`config.mk`:
```
export PLATFORM = sky130hd
export DESIGN_NAME = board_mem_arbiter
export DESIGN_NICKNAME = d
export VERILOG_FILES = /design/src/rtl/board_mem_arbiter.sv
export SDC_FILE = /design/constraint.sdc
export NUM_CORES = 1
export LEC_CHECK = 0
export ABC_AREA = 1
export CORE_MARGIN = 5
export CORE_UTILIZATION = 25
export CTS_CLUSTER_SIZE = 30
export DETAILED_ROUTE_END_ITERATION = 16
export PLACE_DENSITY = 0.61
export SYNTH_ARGS = -nofsm -noshare
export SYNTH_HDL_FRONTEND = slang
export SYNTH_SLANG_ARGS = --single-unit
```
`constraint.sdc`:
```
create_clock -name clk_in -period 2.25 [get_ports clk_in]
set_input_delay 0.3375 -clock clk_in [delete_from_list [all_inputs] [get_ports clk_in]]
set_output_delay 0.3375 -clock clk_in [all_outputs]
set_load 0.02 [all_outputs]
```
`src/rtl/board_mem_arbiter.sv`:
```
// Shares the single board BRAM port between the renderer, the generation updater and the
// cursor editor. The renderer always wins while drawing; during blanking a pending edit beats the updater.
module board_mem_arbiter #(
    parameter int LOG_MAX_ADDR = 12,
    parameter int WORD_SIZE    = 16,
    parameter int RD_LATENCY   = 2
) (
    input  logic                    clk_in,
    input  logic                    rst_n_in,
    input  logic                    render_done_in,
    input  logic [LOG_MAX_ADDR-1:0] render_addr_in,
    output logic [WORD_SIZE-1:0]    render_data_out,
    input  logic                    upd_req_in,
    input  logic                    upd_we_in,
    input  logic [LOG_MAX_ADDR-1:0] upd_addr_in,
    input  logic [WORD_SIZE-1:0]    upd_data_in,
    output logic                    upd_gnt_out,
    output logic                    upd_rvalid_out,
    output logic [WORD_SIZE-1:0]    upd_data_out,
    input  logic                    edit_req_in,
    input  logic [LOG_MAX_ADDR-1:0] edit_addr_in,
    input  logic [WORD_SIZE-1:0]    edit_mask_in,
    output logic                    edit_busy_out,
    output logic [LOG_MAX_ADDR-1:0] mem_addr_out,
    output logic                    mem_we_out,
    output logic [WORD_SIZE-1:0]    mem_din_out,
    input  logic [WORD_SIZE-1:0]    mem_dout_in,
    output logic [2:0]              state_out
);

    localparam logic [2:0] ST_RENDER    = 3'd0;
    localparam logic [2:0] ST_UPD       = 3'd1;
    localparam logic [2:0] ST_EDIT_RD   = 3'd2;
    localparam logic [2:0] ST_EDIT_WAIT = 3'd3;
    localparam logic [2:0] ST_EDIT_WR   = 3'd4;
    localparam int         CNT_W        = 4;

    logic [2:0]              state_q, state_d;
    logic                    busy_q, busy_d;
    logic [LOG_MAX_ADDR-1:0] eaddr_q, eaddr_d;
    logic [WORD_SIZE-1:0]    emask_q, emask_d;
    logic [CNT_W-1:0]        wait_cnt_q, wait_cnt_d;
    logic [RD_LATENCY-1:0]   tag_q, tag_d;
    logic                    edit_accept_s;
    logic                    edit_wr_s;
    logic                    upd_rd_gnt_s;

    assign edit_accept_s   = edit_req_in & ~busy_q;
    assign upd_rd_gnt_s    = upd_gnt_out & ~upd_we_in;
    assign render_data_out = mem_dout_in;
    assign upd_rvalid_out  = tag_q[RD_LATENCY-1];
    assign upd_data_out    = upd_rvalid_out ? mem_dout_in : {WORD_SIZE{1'b0}};
    assign edit_busy_out   = busy_q;
    assign state_out       = state_q;

    // Edit capture: requests arriving while an edit is outstanding are dropped, not queued.
    always_comb begin
        busy_d  = busy_q;
        eaddr_d = eaddr_q;
        emask_d = emask_q;
        if (edit_accept_s) begin
            busy_d  = 1'b1;
            eaddr_d = edit_addr_in;
            emask_d = edit_mask_in;
        end else if (edit_wr_s) begin
            busy_d = 1'b0;
        end else begin
            busy_d = busy_q;
        end
    end

    // Port ownership and next state; a drawing renderer overrides everything in the same cycle.
    always_comb begin
        state_d      = state_q;
        wait_cnt_d   = wait_cnt_q;
        mem_addr_out = render_addr_in;
        mem_we_out   = 1'b0;
        mem_din_out  = upd_data_in;
        upd_gnt_out  = 1'b0;
        edit_wr_s    = 1'b0;
        if (!render_done_in) begin
            state_d = ST_RENDER;
        end else begin
            case (state_q)
                ST_RENDER: begin
                    state_d = busy_q ? ST_EDIT_RD : ST_UPD;
                end
                ST_UPD: begin
                    mem_addr_out = upd_addr_in;
                    if (busy_q) begin
                        state_d = ST_EDIT_RD;
                    end else begin
                        // An edit accepted now still lets this cycle's updater access through.
                        upd_gnt_out = upd_req_in;
                        mem_we_out  = upd_req_in & upd_we_in;
                        state_d     = edit_req_in ? ST_EDIT_RD : ST_UPD;
                    end
                end
                ST_EDIT_RD: begin
                    mem_addr_out = eaddr_q;
                    wait_cnt_d   = CNT_W'(RD_LATENCY - 2);
                    state_d      = ST_EDIT_WAIT;
                end
                ST_EDIT_WAIT: begin
                    mem_addr_out = eaddr_q;
                    if (wait_cnt_q == {CNT_W{1'b0}}) begin
                        state_d = ST_EDIT_WR;
                    end else begin
                        wait_cnt_d = wait_cnt_q - CNT_W'(1);
                    end
                end
                ST_EDIT_WR: begin
                    mem_addr_out = eaddr_q;
                    mem_we_out   = 1'b1;
                    mem_din_out  = mem_dout_in ^ emask_q;
                    edit_wr_s    = 1'b1;
                    state_d      = ST_UPD;
                end
                default: begin
                    state_d = ST_RENDER;
                end
            endcase
        end
    end

    // Read tags track granted updater reads through the BRAM pipeline, independent of state.
    always_comb begin
        tag_d = {tag_q[RD_LATENCY-2:0], upd_rd_gnt_s};
    end

    // State registers.
    always_ff @(posedge clk_in or negedge rst_n_in) begin
        if (!rst_n_in) begin
            state_q    <= ST_RENDER;
            busy_q     <= 1'b0;
            eaddr_q    <= {LOG_MAX_ADDR{1'b0}};
            emask_q    <= {WORD_SIZE{1'b0}};
            wait_cnt_q <= {CNT_W{1'b0}};
            tag_q      <= {RD_LATENCY{1'b0}};
        end else begin
            state_q    <= state_d;
            busy_q     <= busy_d;
            eaddr_q    <= eaddr_d;
            emask_q    <= emask_d;
            wait_cnt_q <= wait_cnt_d;
            tag_q      <= tag_d;
        end
    end

endmodule

```
==> results.md <==
Power and ir drop:
- Overall power consumption after layout is estimated at 3.31 mW.
- The static leakage power is 2.39 nW.
- Power spread over the standard cell area amounts to 754 nW/um^2.
- The largest vdd supply drop is 0.000262 V.

Drt:
- The remaining design rule violation count is 0.
- The routed design uses 4210 um of met2 wire.
- The number of optimization iterations in the first detailed-route pass is 4.
- The first routing iteration left 126 violations.
- The highest routing layer actually used is met4.
- After detailed routing, the number of vias per cell comes to 4.01.
- The detailed-route wire length is 8320 um.
- In the final routing, the length of wire on met1 measures 3500 um.
- The detailed router placed 2785 vias in this run.
- The number of antenna-violating nets in the routed design is 0.
- The mean routed wirelength per cell is 12.0 um.
- After detailed routing, the met3 layer carries 580 um of wire.

Min path:
- In this run the worst hold path is classified as in2async.

Floorplan:
- The initial utilization of the core area, before any placement, comes to 25.6%.
- In this run the horizontal extent of the chip is 113 um.
- The floorplan has 37 rows.
- The area of the die is 12700 sq um.
- The core region is 10300 sq um.
- For this design the top-level I/O count stands at 157.
- The y dimension of the die is 113 um.

Timing:
- At the pin with the least slew margin, the transition time is 878 ps.
- The worst slew margin relative to its limit is 41.5%.
- The final critical path time including I/O delays and setup is 2150 ps.
- The maximum clock frequency is 465 MHz.
- The count of final setup violators is 0.
- The worst path uses 95.6% of the clock period.
- The number of hold violations in the final report is 0.
- The number of pins with negative max-slew slack in the final report is 0.
- Across the routed clock network, the largest skew measured is 5.36 ps.

Synth:
- Yosys mapped a number of flops with a built-in enable equal to 0.
- Synthesis inferred 38 register bits.
- The cell count after synthesis is 413.
- When the netlist entered floorplanning its net count stood at 505.
- Dividing the synthesized area by the synthesized cell count gives 6.39 sq um.
- Yosys printed 0 warnings.
- The post-synthesis async set-or-reset flop share is 100%.
- The post-synth design cell area is 2640 sq um.
- The most instantiated flip-flop cell in the synthesis netlist is dfrtp_1.
- The part of the Yosys area used for sequential elements is 36.0%.
- By instance count, the leading cell after synthesis is nand2_1.
- By count the netlist is led by nand2_1 (166), inv_1 (68), nor2_1 (49).
- The proportion of netlist area held by the largest area contributor is 36.0%.
- Synthesis instantiated 23 different standard cells from the library.
- Ranked by total cell area, the synthesized netlist is headed by dfrtp_1 (36%), nand2_1 (24%), inv_1 (9.7%), nor2_1 (7.0%), xor2_1 (5.6%).
- The cell type with the largest total area after synthesis is dfrtp_1.

Setup path:
- The cell with the largest stage delay on the worst path is dfrtp_1.
- The buffering stage count on the worst path with inverters included is 3.
- The type of the worst setup path is reg2out.
- The startpoint type of the worst setup path is a register.
- Data arrives at the worst endpoint at 1810 ps.
- In this run the worst path has a maximum fanout of 12.
- The critical path's top delay family is buffers and inverters.
- On the worst path, the slowest cell contributes a delay of 430 ps.
- The element type at the critical path end is an output port.
- Traced cell by cell, the critical path runs through inv_1 -> nor3_4 -> buf_6 -> nand2_1 -> nand2_1 -> nor2_1 -> nor2_1 -> clkdlybuf4s15_1.
- For the worst setup path, the data required time is 1910 ps.

Final layout:
- Across the whole layout, storage elements account for 953 sq um.
- Counting the fill cells in the layout gives 1085.
- The net count of the finished layout is 649.
- For this run, the share of the core covered by cells in the final layout is 42.5%.
- The multi-input combinational cells in the finished layout cover a total of 1220 sq um.
- The antenna diode count is 0.
- The area growth from synthesis to layout is 66.4%.
- The share of cells above drive strength 1 is 6.81%.

Clock network:
- Clock-pin slew was measured on the worst setup and hold paths at 80 ps.
- Once the clock tree was built, the setup fixing pass inserted 0 buffers.
- The clock reaches the later pin of the worst-skew pair after 290 ps.
- TritonCTS built the clock tree.
- Clock tree synthesis selected as its root buffer the cell clkbuf_8.
- The number of H-tree levels is 2.
- The maximum count of clock buffers along a single path is 2.
- The count of hold buffers inserted by post-cts repair is 0.
- In this run, CTS created clock tree buffers numbering 5.
- Clock tree synthesis found a total of 38 sinks.

Place:
- Input and output buffers added on the ports amount to 156.
- The detailed placement HPWL is 6470 um.
- At the end of routability-driven placement, the weighted congestion stood at 0.845.

Flow run:
- The max capacitance violation total is 0.

GRT:
- Entering global routing, the biggest net connects 39 pins.
- In the global route stage, overall resource usage came out at 12.8%.
- The number of antenna violations at the first check in global routing came to 0.
- The total overflow reported by the global router is 0.
- The number of global-route vias before repair is 2744.
- The first global-routing pass estimated 13400 um of wire.

Status:
- The run finished with clean final reports.
metrics by stage:
| stage | area (sq um) | setup TNS, ps | worst slack, ps | instances | hold slack, ps |
|---|---|---|---|---|---|
| global placement | 4280 | -3670 | -153 | 686 | 340 |
| CTS | 4390 | 0 | 36.0 | 694 | 189 |
| floorplan | 2640 | 0 | 448 | 413 | 41.9 |
| global route | 4390 | -118 | -20.1 | 694 | 239 |
| detailed placement | 4280 | -4480 | -176 | 686 | 339 |
| finish | 4390 | 0 | 98.7 | 694 | 151 |
path summary, 6_finish.rpt:
check / from / to / slack [ps] / cells after the start
min in group clk_in: tag_q[0]$_DFF_PN0_ / tag_q[1]$_DFF_PN0_ / 360 / 0
setup reg to reg: state_out[2]$_DFFE_PN0P_ / wait_cnt_q[0]$_DFFE_PN0P_ / 850 / 5
hold reg to reg: tag_q[0]$_DFF_PN0_ / tag_q[1]$_DFF_PN0_ / 360 / 0
max in group asynchronous: rst_n_in / state_out[2]$_DFFE_PN0P_ / 1490 / 1
hold / removal: rst_n_in / state_out[1]$_DFFE_PN0P_ / 150 / 1
setup / recovery: state_out[0]$_DFFE_PN0P_ / mem_addr_out[2] / 100 / 8
registers in the layout, indices dropped and copies added, names as in the netlist:
signal / flops
eaddr_q: 12
edit_busy_out: 1
emask_q: 16
state_out: 3
tag_q: 2
wait_cnt_q: 4
logic make-up after synthesis:
family	after synthesis	share of synthesized area [%]
AND/OR/NAND/NOR	230	34.7
buffers and inverters	102	18.0
adder cells (fa/ha/maj)	2	0.948
AO/OA/AOI/OAI	24	4.69
flip-flops	38	36.0
XOR/XNOR	17	5.64
layer usage:
metal  global-route usage, %  vias up
li1                        -     1473
met1                    15.5     1224
met2                    22.6       82
met3                    3.58        6
met4                    2.64        0
met5                       0        -
layout make-up:
class	instances	share of cell area [%]
Inverter	70	5.98
Timing Repair Buffer	169	37.3
Clock inverter	2	1.37
Multi-Input combinational cell	273	27.9
Sequential cell	38	21.7
Tap cell	136	3.88
Clock buffer	6	1.88
worst register-to-register path, stage by stage (launching register included):
cell     delay [ps]
dfrtp_2         490
inv_2           110
nand2_1         120
nor2_1          220
nand3_1         210
o21ai_1         170
where the power goes:
group          leakage, nW  switching (mW)  internal, mW  total, mW
Clock               0.0714           0.244         0.473      0.717
Sequential           0.481           0.200         0.967       1.17
Combinational         1.84           0.773         0.654       1.43
what timing repair did:
action | 4_1_cts | 5_1_grt
cloned | 0 | 0
endpoints found under the setup margin | 30 | 13
gates resized for setup | 33 | 16
cells in the final DEF, fill, tap and decap left out, drive strengths merged:
| cell | count |
|---|---|
| clkbuf | 10 |
| buf | 14 |
| nand4 | 2 |
| clkdlybuf4s50 | 125 |
| nand2 | 167 |
| nor2 | 50 |
| dlygate4sd2 | 21 |
| inv | 70 |
| o21ai | 8 |
| xor2 | 17 |
| ha | 2 |
| bufinv | 2 |
| clkdlybuf4s15 | 5 |
| dfrtp | 38 |
| nand3 | 9 |
| a21oi | 16 |
| nor3 | 2 |
Power figures use the tool's default switching activity.
